## src/rtl/expr_pkg.sv

```systemverilog
// expr_pkg: shared states, character constants and character classes for the expression stages
package expr_pkg;
  typedef enum logic [1:0] {S_NUM, S_OP, S_ERR} expr_state_t;
  typedef enum logic [1:0] {DIGIT, ADD, MUL, BAD} expr_cls_t;
  localparam logic [7:0] CH_ADD  = 8'h2B;
  localparam logic [7:0] CH_MUL  = 8'h2A;
  localparam logic [7:0] CH_ZERO = 8'h30;
  localparam logic [7:0] CH_NINE = 8'h39;
endpackage

```

## src/rtl/expr_eval_if.sv

```systemverilog
// expr_eval_if: character stream in, validity and value out; ovf exists only with EXPR_EVAL_OVF_EN
interface expr_eval_if #(parameter int WIDTH = 32);
  logic [7:0] in;
  logic ok;
  logic err;
  logic [WIDTH-1:0] result;
`ifdef EXPR_EVAL_OVF_EN
  logic ovf;
  modport master(output in, input ok, err, result, ovf);
  modport slave(input in, output ok, err, result, ovf);
`else
  modport master(output in, input ok, err, result);
  modport slave(input in, output ok, err, result);
`endif
endinterface

```

## src/rtl/expr_char_class.sv

```systemverilog
// expr_char_class: classifies one ASCII byte as digit/add/mul/bad and extracts the digit value
module expr_char_class import expr_pkg::*; (
  input  logic [7:0] in,
  output expr_cls_t  cls,
  output logic [3:0] val
);
  logic [7:0] off;
  assign off = in - CH_ZERO;
  assign cls = (in >= CH_ZERO && in <= CH_NINE) ? DIGIT :
               in == CH_ADD ? ADD :
               in == CH_MUL ? MUL : BAD;
  assign val = off[3:0];
endmodule

```

## src/rtl/expr_eval.sv

```systemverilog
// expr_eval: validates `digit (op digit)*` and evaluates it with * over +, one char per clock
// Optional sticky overflow flag enabled by EXPR_EVAL_OVF_EN.
module expr_eval import expr_pkg::*; #(
  parameter int WIDTH = 32
) (
  input logic       clk,
  input logic       clr,
  expr_eval_if.slave bus
);
  expr_cls_t        cls;
  logic [3:0]       val;
  expr_state_t      state, nxt;
  logic [WIDTH-1:0] sum, term, term_nxt, res_r;
  logic             mul_pend, ok_r, err_r, dig_acc, add_acc, mul_acc;
  logic [WIDTH+3:0] prod_w;
  logic [WIDTH:0]   add_w;
  expr_char_class u_cls (.in(bus.in), .cls(cls), .val(val));
  assign dig_acc  = state == S_NUM && cls == DIGIT;
  assign add_acc  = state == S_OP && cls == ADD;
  assign mul_acc  = state == S_OP && cls == MUL;
  assign nxt      = state == S_NUM ? (cls == DIGIT ? S_OP : S_ERR) :
                    state == S_OP  ? ((cls == ADD || cls == MUL) ? S_NUM : S_ERR) : S_ERR;
  // Full-width product and sum keep the carry-out for overflow detection.
  assign prod_w   = {4'b0, term} * {{WIDTH{1'b0}}, val};
  assign add_w    = {1'b0, sum} + {1'b0, term};
  assign term_nxt = mul_pend ? prod_w[WIDTH-1:0] : {{(WIDTH-4){1'b0}}, val};
  always_ff @(posedge clk or negedge clr)
    if (!clr) begin
      state    <= S_NUM;
      sum      <= '0;
      term     <= '0;
      mul_pend <= 1'b0;
      res_r    <= '0;
      ok_r     <= 1'b0;
      err_r    <= 1'b0;
    end else begin
      state <= nxt;
      ok_r  <= nxt == S_OP;
      err_r <= nxt == S_ERR;
      if (dig_acc) begin
        term  <= term_nxt;
        res_r <= sum + term_nxt;
      end
      if (add_acc) begin
        sum      <= add_w[WIDTH-1:0];
        term     <= '0;
        mul_pend <= 1'b0;
      end
      if (mul_acc) mul_pend <= 1'b1;
    end
  assign bus.ok     = ok_r;
  assign bus.err    = err_r;
  assign bus.result = res_r;
`ifdef EXPR_EVAL_OVF_EN
  logic ovf_r;
  always_ff @(posedge clk or negedge clr)
    if (!clr) ovf_r <= 1'b0;
    else if ((dig_acc && mul_pend && |prod_w[WIDTH+3:WIDTH]) || (add_acc && add_w[WIDTH])) ovf_r <= 1'b1;
  assign bus.ovf = ovf_r;
`else
  logic unused_carry;
  assign unused_carry = ^{prod_w[WIDTH+3:WIDTH], add_w[WIDTH]};
`endif
endmodule

```

## src/flat_wrapper.sv

```systemverilog
// flat-port wrapper written by rule: the top's interface ports become plain ports
module expr_eval_flat import expr_pkg::*;
#(
  parameter int WIDTH = 32
)
  (clk, clr, bus_in, bus_ok, bus_err, bus_result);
  expr_eval_if #(.WIDTH(WIDTH)) bus_i ();
  input logic clk;
  input logic clr;
  input wire logic [$bits(bus_i.in)-1:0] bus_in;
  output wire logic [$bits(bus_i.ok)-1:0] bus_ok;
  output wire logic [$bits(bus_i.err)-1:0] bus_err;
  output wire logic [$bits(bus_i.result)-1:0] bus_result;
  assign bus_i.in = bus_in;
  assign bus_ok = bus_i.ok;
  assign bus_err = bus_i.err;
  assign bus_result = bus_i.result;
  expr_eval #(.WIDTH(WIDTH)) u_core (.clk(clk), .clr(clr), .bus(bus_i));
endmodule
```

## config.mk

```make
export PLATFORM = sky130hd
export DESIGN_NAME = expr_eval_flat
export DESIGN_NICKNAME = d
export VERILOG_FILES = /design/src/rtl/expr_pkg.sv /design/src/rtl/expr_eval_if.sv /design/src/rtl/expr_char_class.sv /design/src/rtl/expr_eval.sv /design/src/flat_wrapper.sv
export SDC_FILE = /design/constraint.sdc
export NUM_CORES = 1
export LEC_CHECK = 0
export BUFFER_PORTS_ARGS = -buffer_cell sky130_fd_sc_hd__clkbuf_2
export CAP_MARGIN = 40
export CORE_MARGIN = 2
export CORE_UTILIZATION = 45
export CTS_CLUSTER_DIAMETER = 40
export DETAILED_ROUTE_END_ITERATION = 8
export MAX_ROUTING_LAYER = met4
export PLACE_DENSITY_LB_ADDON = 0.15
export SETUP_SLACK_MARGIN = 0.4
export SYNTH_ARGS = -nofsm -noshare
export SYNTH_HDL_FRONTEND = slang
export SYNTH_HIERARCHICAL = 1
export SYNTH_SLANG_ARGS = --single-unit
```

## constraint.sdc

```tcl
create_clock -name clk -period 13.1 [get_ports clk]
set_input_delay 1.965 -clock clk [delete_from_list [all_inputs] [get_ports clk]]
set_output_delay 1.965 -clock clk [all_outputs]
set_load 0.01 [all_outputs]
```

# Word level (Yosys, flattened, before mapping)
# Index checks and enable logic that the tools add are counted.
[op_classes]
n_addsub = 3
n_mul = 1
magnitude_cmp = 2
eq_ne = 7
mux = 12
n_reduce_logical = 9
[op_table]
columns = ["operator", "n"]
rows = [
  ["two-way mux 32 bit", 3],
  ["adder 32 bit", 2],
  ["multiplier 32 x 4 -> 32 bit", 1],
  ["equality test 8 x 6 -> 1 bit (second input constant)", 2],
  ["two-way mux 2 bit", 6],
  [">= comparator 8 x 6 -> 1 bit (second input constant)", 1],
  ["<= comparator 8 x 6 -> 1 bit (second input constant)", 1],
  ["equality test 2 x 1 -> 1 bit (second input constant)", 3],
  ["equality test 2 bit (second input constant)", 2],
  ["logical AND 1 bit", 4],
  ["logical NOT 2 bit", 2],
  ["nonzero test 2 bit", 2],
  ["subtractor 4 x 1 -> 4 bit (second input constant)", 1],
  ["two-way mux 1 bit", 3],
  ["logical OR 1 bit", 1],
]
[word_totals]
register_bits = 101
inputBits = 10
output_inout_bits = 34
wordCells = 41

# Logic depth before layout (Yosys ltp)
# Gate-level depths: netlist (run 1).
[depth]
word_depth = 10
depth_mapped = 29
depth_no_buf = 25

# Hierarchy
# Netlist (run 1), hierarchy kept.
[modules_own_cells]
columns = ["module", "instances", "cells_each", "area_per_inst_um2", "seq_area_each_um2"]
rows = [
  ["expr_eval", 1, 1253, 10541.4, 2502.4],
  ["expr_char_class", 1, 12, 117.6, 0.0],
]

# Worst setup path after synthesis (run 1)
# No wires, ideal clock.
[synth_timing]
kind = "input to register"
startpoint = "input bus_in[2]"
endpoint = "register u_core.res_r[31], in the netlist u_core/bus.result[31]"
t_arrival_ps = 7344
required_ps = 12975
slack_ps = 5631
cell_stages = 28
path_cell_list = "buf_4 clkbuf_1 clkbuf_1 nand2_1 fa_1 fa_1 inv_1 ha_1 a211oi_1 o21ai_1 a21boi_1 o21a_1 o21bai_1 a21o_1 a31oi_1 xnor2_1 and2_1 ha_1 buf_2 a21oi_1 a21o_2 a32o_2 nand3_2 a22oi_4 a31oi_4 a31oi_4 xnor3_1 mux2_4"
[synth_between]
elab_chain_len = 6
word_cells_on_any_way = 14
cone_classes = "add/sub (2); mul (1); order compare (2); eq/ne (2); mux (4); reduce/logical (3)"
[synth_rtl]
columns = ["element", "line", "rtl"]
rows = [
  ["from (decl)", "flat_wrapper.sv:10", "input wire logic [$bits(bus_i.in)-1:0] bus_in;"],
  ["branches (longest 6 deep; another with multiplier 32 x 4 -> 32 bit)", "-", ""],
  ["to (signal assigned)", "expr_eval.sv:42", "res_r <= sum + term_nxt;"],
  ["to (decl)", "expr_eval.sv:13", "logic [WIDTH-1:0] sum, term, term_nxt, res_r;"],
]
# Parallel ways; which one is timed is not known.
# A chain may end at the register's enable or synchronous reset.

# Final worst setup path (run 1)
[layout_timing]
startpoint = "input bus_in[1]"
endpoint = "register u_core.res_r[31], in the netlist u_core/bus.result[31]"
# The elaborated chain is that of the path after synthesis.

==> impl_results.md, run 1 <==
* Post-Syn Area at 0.0107 mm²
* Post-CTS setup buffer count at 0
* Grt total ovfl at 0
* TritonCTS Sinks at 100
* Global-route wire length before repair at 42000 µm
* CP Capture Type: flip-flop
* Clock Latency Late Sink at 350 ps
* Die footprint at 0.0249 mm²
* Max FO, Critical Path at 35
* Post-synth EDFFs at 0
* Die Y-Extent at 158 µm
* Cell mode on critical path: and2_1
* Largest cells by area after synthesis: dfrtp_1 (23%), ha_1 (11%), fa_1 (11%)
* Worst-Margin Slew at 806 ps
* Tot GR Track Use at 21.6%
* Setup TNS at 0 ps
* First DRT Iteration DRCs at 560
* Max Clk Rate at 0.129 GHz
* Drt total wl at 25100 µm
* Layout fillers at 2327
* Pwr per Cell Area at 53.0 mW/mm²
* Hold Fails Final Rpt at 0
* TritonRoute pass-1 iters at 5
* ANT cells at 0
* Starting Density at 45.7%
* Vias per inst at 5.48
* Clk root buf: clkbuf_16
* Detailed Place HPWL at 19900 µm
* Tot Pwr at 606 µW
* Hold-fix buffers, CTS at 0
* Nets@finish at 1440
* Final min period at 7760 ps
* Setup skew after layout at 10.7 ps
* Final Worst Setup Slack at 5340 ps
* Crit-path max cell delay at 540 ps
* Share of layout cells above drive strength 1 at 7.58%
* Clock Power Share at 46.6%
* CTS Buf Count at 9
* Hold Path Class: flip-flop to flip-flop
* Worst EP arrival at 8000 ps
* Syn nets at 1431
* Flop pwr share at 50.9%
* Top-area cell type share of the netlist area at 23.5%
* RSZ-0062 raised after global routing: no
* Reg clk slew, reported paths at 70 ps
* Logic gate share of total power at 2.5%
* Die width at 158 µm
* Placeable core region at 0.0233 mm²
* Pin count of the biggest net entering global routing at 63
* #FFs+latches synth at 100
* Ys Warns at 6
* Most used DFF post-synth: dfrtp_1
* Sequential area share after synthesis at 23.5%
* Lkg Pwr at 0.00570 µW
* Synth area leader: dfrtp_1
* WHS at 480 ps
* Gpl congestion at 0.936
* CTS tree: yes
* Max Cap Viol at 0
* Library cells used by synthesis at 86
* Async S/R FF share, synth at 100%
* Switch Pwr at 136 µW
* Final setup fails at 0
* Slowest CP cell: fa_1
* Fin crit share at 59.2%
* Vias in the first global route at 8525
* Required @ worst endpoint at 13340 ps
* Pins Over Slew Limit at 0
* CP Launch Type: input pin
* Clock tree buffer depth at 2
* Status: completed
* CP Class: input pin to flip-flop
* Cell Area, Placed at 0.0111 mm²
* Routed Antenna Nets at 0
* Relative slew slack at 46.3%
* Port bufs at 43
* Post-route cell area at 0.0114 mm²
* Routed WL per cell at 15.7 µm
* Initial antenna violation count at 0
* Cts repair resizes at 0
* Mean Syn Cell Area at 8.43 µm²
* Area Overhead vs Synth at 7.23%
* Worst IR Drop VDD at 59.0 µV
* Synth Instances at 1265
* Io pins at 44
* # H-tree levels at 3
* Worst slack, placed at 5050 ps
* Sw Ratio at 22.4%
* DRC at 0
* Cell Rows at 56
* Cell-internal power at 470 µW
* Via count at 8751
==> flip-flops by register name, indices dropped and copies added (netlist names) <==
signal,flops
u_core/bus.result,32
u_core/sum,32
u_core/term,32
u_core/bus.err,1
u_core/bus.ok,1
u_core/mul_pend,1
u_core/state,1
==> critical path: cells and delay by family <==
kind | cells | cell delay (ps)
compound gates | 9 | 1910
xor+xnor | 2 | 430
fa+ha+maj | 4 | 1740
buf+inv | 3 | 450
mux | 1 | 260
simple gates | 7 | 1230
==> layout by cell type (no fill, tap or decap), types with 6 or more instances in the layout <==
cell type  netlist  routed
ha_1            97      97
inv_1          132     132
dfrtp_1        100     100
o21bai_1         7       7
fa_1            59      59
xor2_1          35      35
o31ai_1          9       9
nand2_1        159     157
nand2b_1         9       9
o211ai_1         6       6
o21ai_1         46      46
a31oi_1         12      12
nor2_1          53      52
nand4_1          8       8
nor3_1          18      18
and2_1          89      89
clkbuf_16        0       9
clkbuf_2         0      42
o21ai_0         52      52
a211oi_1         9       9
nand3_1         19      19
a22o_1          30      30
nor2b_1          9       9
a21oi_1         74      74
a21o_1          24      24
xnor2_1         36      36
o21a_1          24      24
==> metrics by stage <==
| step | instances | util (%) |
|---|---|---|
| 4_1_cts | 1598 | 49.0 |
| 3_5_place_dp | 1582 | 47.6 |
| 3_3_place_gp | 1581 | 47.6 |
| 5_1_grt | 1598 | 49.0 |
| 6_report | 1598 | 49.0 |
| 2_1_floorplan | 1265 | - |
==> logic make-up (layout without fill, tap and decap cells) <==
group | after synthesis | after routing | share of synthesized area [%]
muxes | 4 | 4 | 0.446
adders and majority gates | 156 | 156 | 22.5
AOI/OAI and AO/OA | 354 | 354 | 22.6
buffers and inverters | 184 | 198 | 6.75
xor gates and xnor gates | 72 | 72 | 6.05
DFF | 100 | 100 | 23.5
and+or+nand+nor | 395 | 395 | 18.2
==> power groups by stage <==
| stage | Sequential, µW | Combinational [µW] | Clock (µW) |
|---|---|---|---|
| 3_5_place_dp | 315 | 16.0 | 0 |
| 6_report | 308 | 15.2 | 282 |
| 4_1_cts | 308 | 16.1 | 290 |
| 5_1_grt | 308 | 17.9 | 301 |
| 2_1_floorplan | 315 | 6.54 | 0 |
| 3_3_place_gp | 315 | 15.7 | 0 |
==> cell usage after synthesis (3+ instances only) <==
library cell	number
a21oi_1	74
o31ai_1	9
nand4_1	8
a211oi_1	9
nor3b_1	4
o211a_1	4
fa_1	59
a21boi_1	3
inv_1	132
nand3_1	19
o21ai_0	52
xnor2_1	36
ha_1	97
o21bai_1	7
nor4_1	3
buf_2	3
and2_1	89
a221oi_1	4
buf_4	4
and3_1	4
nand2_1	159
o2111ai_1	3
o21a_1	24
a21boi_0	3
clkbuf_1	39
or2_2	3
a211o_1	5
o211ai_1	6
xor2_1	35
o41ai_1	3
a22o_1	30
a21o_1	24
nor2_1	53
nor3_1	18
nand2b_1	9
buf_1	3
nor2b_1	9
o21ai_1	46
a31oi_1	12
dfrtp_1	100
==> metal layers <==
layer	vias up	wire length (µm)	track usage, %
met5	-	0	-
met4	0	442	4.68
met3	32	588	2.60
met2	113	13100	39.2
met1	4240	11000	25.6
li1	4366	-	-
==> worst paths after layout <==
path                                               to  cells after the start                  from  slack [ps]
min in group asynchronous        u_core/bus.result[2]                      1                   clr        1580
max in group asynchronous             u_core/term[23]                      2                   clr       10330
worst max register to register  u_core/bus.result[31]                     25        u_core/term[9]        6980
worst min register to register   u_core/bus.result[9]                      2  u_core/bus.result[9]         480
worst max-delay path            u_core/bus.result[31]                     26             bus_in[1]        5340
worst min-delay path             u_core/bus.result[9]                      2  u_core/bus.result[9]         480
==> final cells by class <==
| type | count | area [µm²] | area share [%] |
|---|---|---|---|
| tap | 319 | 399 | 3.49 |
| inverter | 134 | 503 | 4.40 |
| timing repair buffer | 48 | 268 | 2.34 |
| multi-input combinational | 981 | 7440 | 65.1 |
| clock inverter | 5 | 60.1 | 0.525 |
| sequential | 100 | 2500 | 21.9 |
| clock buffer | 11 | 253 | 2.21 |
Note: power is estimated with default switching activity, not from simulation.
==> inputs of run 2 (changes only) <==
--- a/config.mk
+++ b/config.mk
@@ -5,6 +5,7 @@
 export SDC_FILE = /design/constraint.sdc
 export NUM_CORES = 1
 export LEC_CHECK = 0
+export ABC_AREA = 1
 export BUFFER_PORTS_ARGS = -buffer_cell sky130_fd_sc_hd__clkbuf_2
 export CAP_MARGIN = 40
 export CORE_MARGIN = 2
==> constraint.sdc (replaced) <==
create_clock -name clk -period 6.7 [get_ports clk]
set_input_delay 1.005 -clock clk [delete_from_list [all_inputs] [get_ports clk]]
set_output_delay 1.005 -clock clk [all_outputs]
set_load 0.01 [all_outputs]
==> run 2 against run 1 <==
Effect of this change:
- highest routed layer unchanged
- clock power rose by 91%
- first-iteration DRC count is 41% higher
- critical endpoint is now u_core/bus.result[26]
- final area is 9.8% higher
- area after synthesis grew 9.9%
- synthesized cell count rose by 37%
- via count is 26% higher
- sequential power grew 96%
- combinational power increased to 2.9 times the previous value
==> impl_results.md, run 2 <==
* Clock tree buffer depth at 2 (unchanged)
* Slowest CP cell: buf_2
* Cell Rows at 59 (+5.4%)
* Pin count of the biggest net entering global routing at 58 (-7.9%)
* Required @ worst endpoint at 6940 ps (-6400 ps)
* Clk root buf: clkbuf_16
* Switch Pwr at 272 µW (+100%)
* Routed Antenna Nets at 0 (unchanged)
* CP Class: input pin to flip-flop
* CTS tree: yes
* Pwr per Cell Area at 94.5 mW/mm² (+78%)
* Sequential area share after synthesis at 21.4% (-2.1 points)
* RSZ-0062 raised after global routing: no
* Initial antenna violation count at 0 (unchanged)
* Routed WL per cell at 17.0 µm (+8.0%)
* Status: completed
* Hold Path Class: flip-flop to flip-flop
* Pins Over Slew Limit at 0 (unchanged)
* Area Overhead vs Synth at 7.05%
* Final min period at 5750 ps
* Post-CTS setup buffer count at 0 (unchanged)
* Clock Latency Late Sink at 350 ps (about the same)
* Most common cell after layout, fill and taps aside: nand2_1
* Largest cells by area after synthesis: dfrtp_1 (21%), nand2_1 (16%), ha_1 (10%)
* Reg-to-Reg Start: u_core/term[3]
* Hold Fails Final Rpt at 0 (unchanged)
* Cell mode on critical path: nand2_1
* Crit-path max cell delay at 510 ps (-30 ps)
* R2R Setup Slk at 1510 ps (-5470 ps)
* Nets@finish at 1919 (+33%)
* Reg-to-Reg End: u_core/bus.result[26]
* Layout Cells excl Fill at 2093 (+31%)
* Mean Syn Cell Area at 6.76 µm² (-20%)
* Global-route wire length before repair at 56700 µm (+35%)
* Setup skew after layout at 9.14 ps (-1.61 ps)
* First DRT Iteration DRCs at 792 (+41%)
* Post-synth EDFFs at 0 (unchanged)
* Grt total ovfl at 0 (unchanged)
* # H-tree levels at 3 (unchanged)
* Worst IR Drop VDD at 86.1 µV (+46%)
* Top-area cell type share of the netlist area at 21.4% (-2.1 points)
* Ys Warns at 6 (unchanged)
* Vias per inst at 5.29 (-3.5%)
* Synth area leader: dfrtp_1
* Top Family by Delay on Critical Path: simple AND/OR/NAND/NOR gates
* CP bufs+invs at 3 (unchanged)
* Gpl congestion at 0.974 (+4.1%)
* Detailed Place HPWL at 29600 µm (+49%)
* Share of layout cells above drive strength 1 at 7.57% (-0.019 points)
* Placeable core region at 0.0258 mm² (+11%)
* Final core occ at 48.6% (-0.43 points)
* CP Capture Type: flip-flop
* Async S/R FF share, synth at 100% (unchanged)
* TritonCTS Sinks at 100 (unchanged)
* Vias in the first global route at 10600 (+24%)
* Tot GR Track Use at 27.7% (+6.2 points)
* Hold Path Cell Cnt at 2 (unchanged)
* Worst EP arrival at 5990 ps (-2010 ps)
* Dpl cells at 2077 (+31%)
* Reg2reg path depth at 27 (+8.0%)
* CP Launch Type: input pin
* Most used DFF post-synth: dfrtp_1
* Syn nets at 1899 (+33%)
* TritonRoute pass-1 iters at 5 (unchanged)
* Max Clk Rate at 0.174 GHz
* Cell-internal power at 914 µW (+94%)
* Starting Density at 45.4% (-0.33 points)
* ANT cells at 0 (unchanged)
* Lkg Pwr at 0.00701 µW (+23%)
* Die Y-Extent at 165 µm (+4.7%)
* #FFs+latches synth at 100 (unchanged)
* Count leader, synth: nand2_1
* Setup TNS at 0 ps (unchanged)
* CTS Buf Count at 9 (unchanged)
* Post-Syn Area at 0.0117 mm² (+9.9%)
* Via count at 11100 (+26%)
* Reg clk slew, reported paths at 70 ps (about the same)
* Fin crit share at 85.8%
* Clock Power Share at 45.4% (-1.2 points)
* Synth Instances at 1733 (+37%)
* Drt total wl at 35600 µm (+41%)
* Flop pwr share at 50.9% (about the same)
* Logic gate share of total power at 3.7% (+1.2 points)
* Io pins at 44 (unchanged)
* DRC at 0 (unchanged)
* Port bufs at 43 (unchanged)
* Die footprint at 0.0273 mm² (+9.7%)
* Die width at 165 µm (+4.7%)
* Max Cap Viol at 0 (unchanged)
* Sw Ratio at 23.0% (+0.52 points)
* Max FO, Critical Path at 33 (-5.7%)
* Hold EP: u_core/bus.result[0]
* Hold Path Origin: u_core/bus.result[0]
* Commonest cells after routing, fill and taps aside: nand2_1 (510), inv_1 (296), a21oi_1 (105)
* Relative slew slack at 49.1% (+2.8 points)
* Final setup fails at 0 (unchanged)
* Top post-synthesis cells by count: nand2_1 (510), inv_1 (296), a21oi_1 (105), nor2_1 (102), dfrtp_1 (100)
* Worst-Margin Slew at 764 ps (-41.7 ps)
* Library cells used by synthesis at 55 (-36%)
## run 2: cell count changes after synthesis, moves of 38 or more
cell	delta
nor2_1	+49
inv_1	+164
o21ai_0	+46
and2_1	-88
nand3_1	+57
o21ai_1	-38
nand2_1	+351
## run 2: worst max path at each step
stage / start / end / slack (ps) / cells past startpoint
final: bus_in[3] / u_core/bus.result[26] / 950 / 26
after CTS: bus_in[1] / u_core/bus.result[26] / 820 / 28
after detailed placement: bus_in[1] / u_core/bus.result[26] / 450 / 28
after floorplan: bus_in[3] / u_core/bus.result[26] / 1290 / 25
after global placement: bus_in[1] / u_core/bus.result[26] / 460 / 26
after global routing: bus_in[3] / u_core/bus.result[31] / 430 / 27
## run 2: logic make-up after synthesis
kind of cell	Yosys count	share of synthesized area, %
DFF	100	21.4
AOI/OAI and AO/OA	295	14.9
adders and majority gates	156	20.4
and+or+nand+nor	803	29.3
xor gates and xnor gates	38	2.84
buffers and inverters	341	11.2
## run 2: through the flow
step | setup WS (ps) | total power, µW | area [µm²] | hold WS [ps]
floorplan | 1290 | 638 | 11700 | 482
global placement | 461 | 659 | 12200 | 461
detailed placement | 453 | 660 | 12200 | 470
CTS | 823 | 1200 | 12500 | 486
global route | 430 | 1230 | 12500 | 513
finish | 953 | 1190 | 12500 | 485
## run 2: power by group through the flow
stage	logic, µW	clock network (µW)	registers (µW)
3_3_place_gp	44.2	0	615
3_5_place_dp	45.2	0	615
2_1_floorplan	22.9	0	615
6_report	44.3	538	603
4_1_cts	45.3	553	603
5_1_grt	50.6	574	603
## run 2: per-layer routing
metal  wire length [µm]  share of wire [%]  GRT usage, %
met1              17500                 49          39.0
met2              16000                 45          43.3
met3               1350                3.8          2.37
met4                777                2.2          7.13
met5                  0                  0             -
## run 2: cell type report
type / count / area (µm²)
timing repair buffer: 48 / 273
tap: 335 / 419
fill: 2695 / 13300
inverter: 302 / 1130
clock inverter: 5 / 60.1
sequential: 100 / 2500
multi-input combinational: 1292 / 7910
clock buffer: 11 / 243
## run 2: what timing repair did
action | in CTS | in global routing
resized for setup | 0 | 5
hold buffers | 0 | 0
endpoints found under the setup margin | 0 | 1
## run 2: worst reg2reg max path, delay by kind of cell (launching register included)
| family | cells | cell delay, ps |
|---|---|---|
| fa+ha+maj | 4 | 1730 |
| compound gates | 3 | 580 |
| buf+inv | 4 | 290 |
| flops | 1 | 470 |
| simple gates | 16 | 2010 |
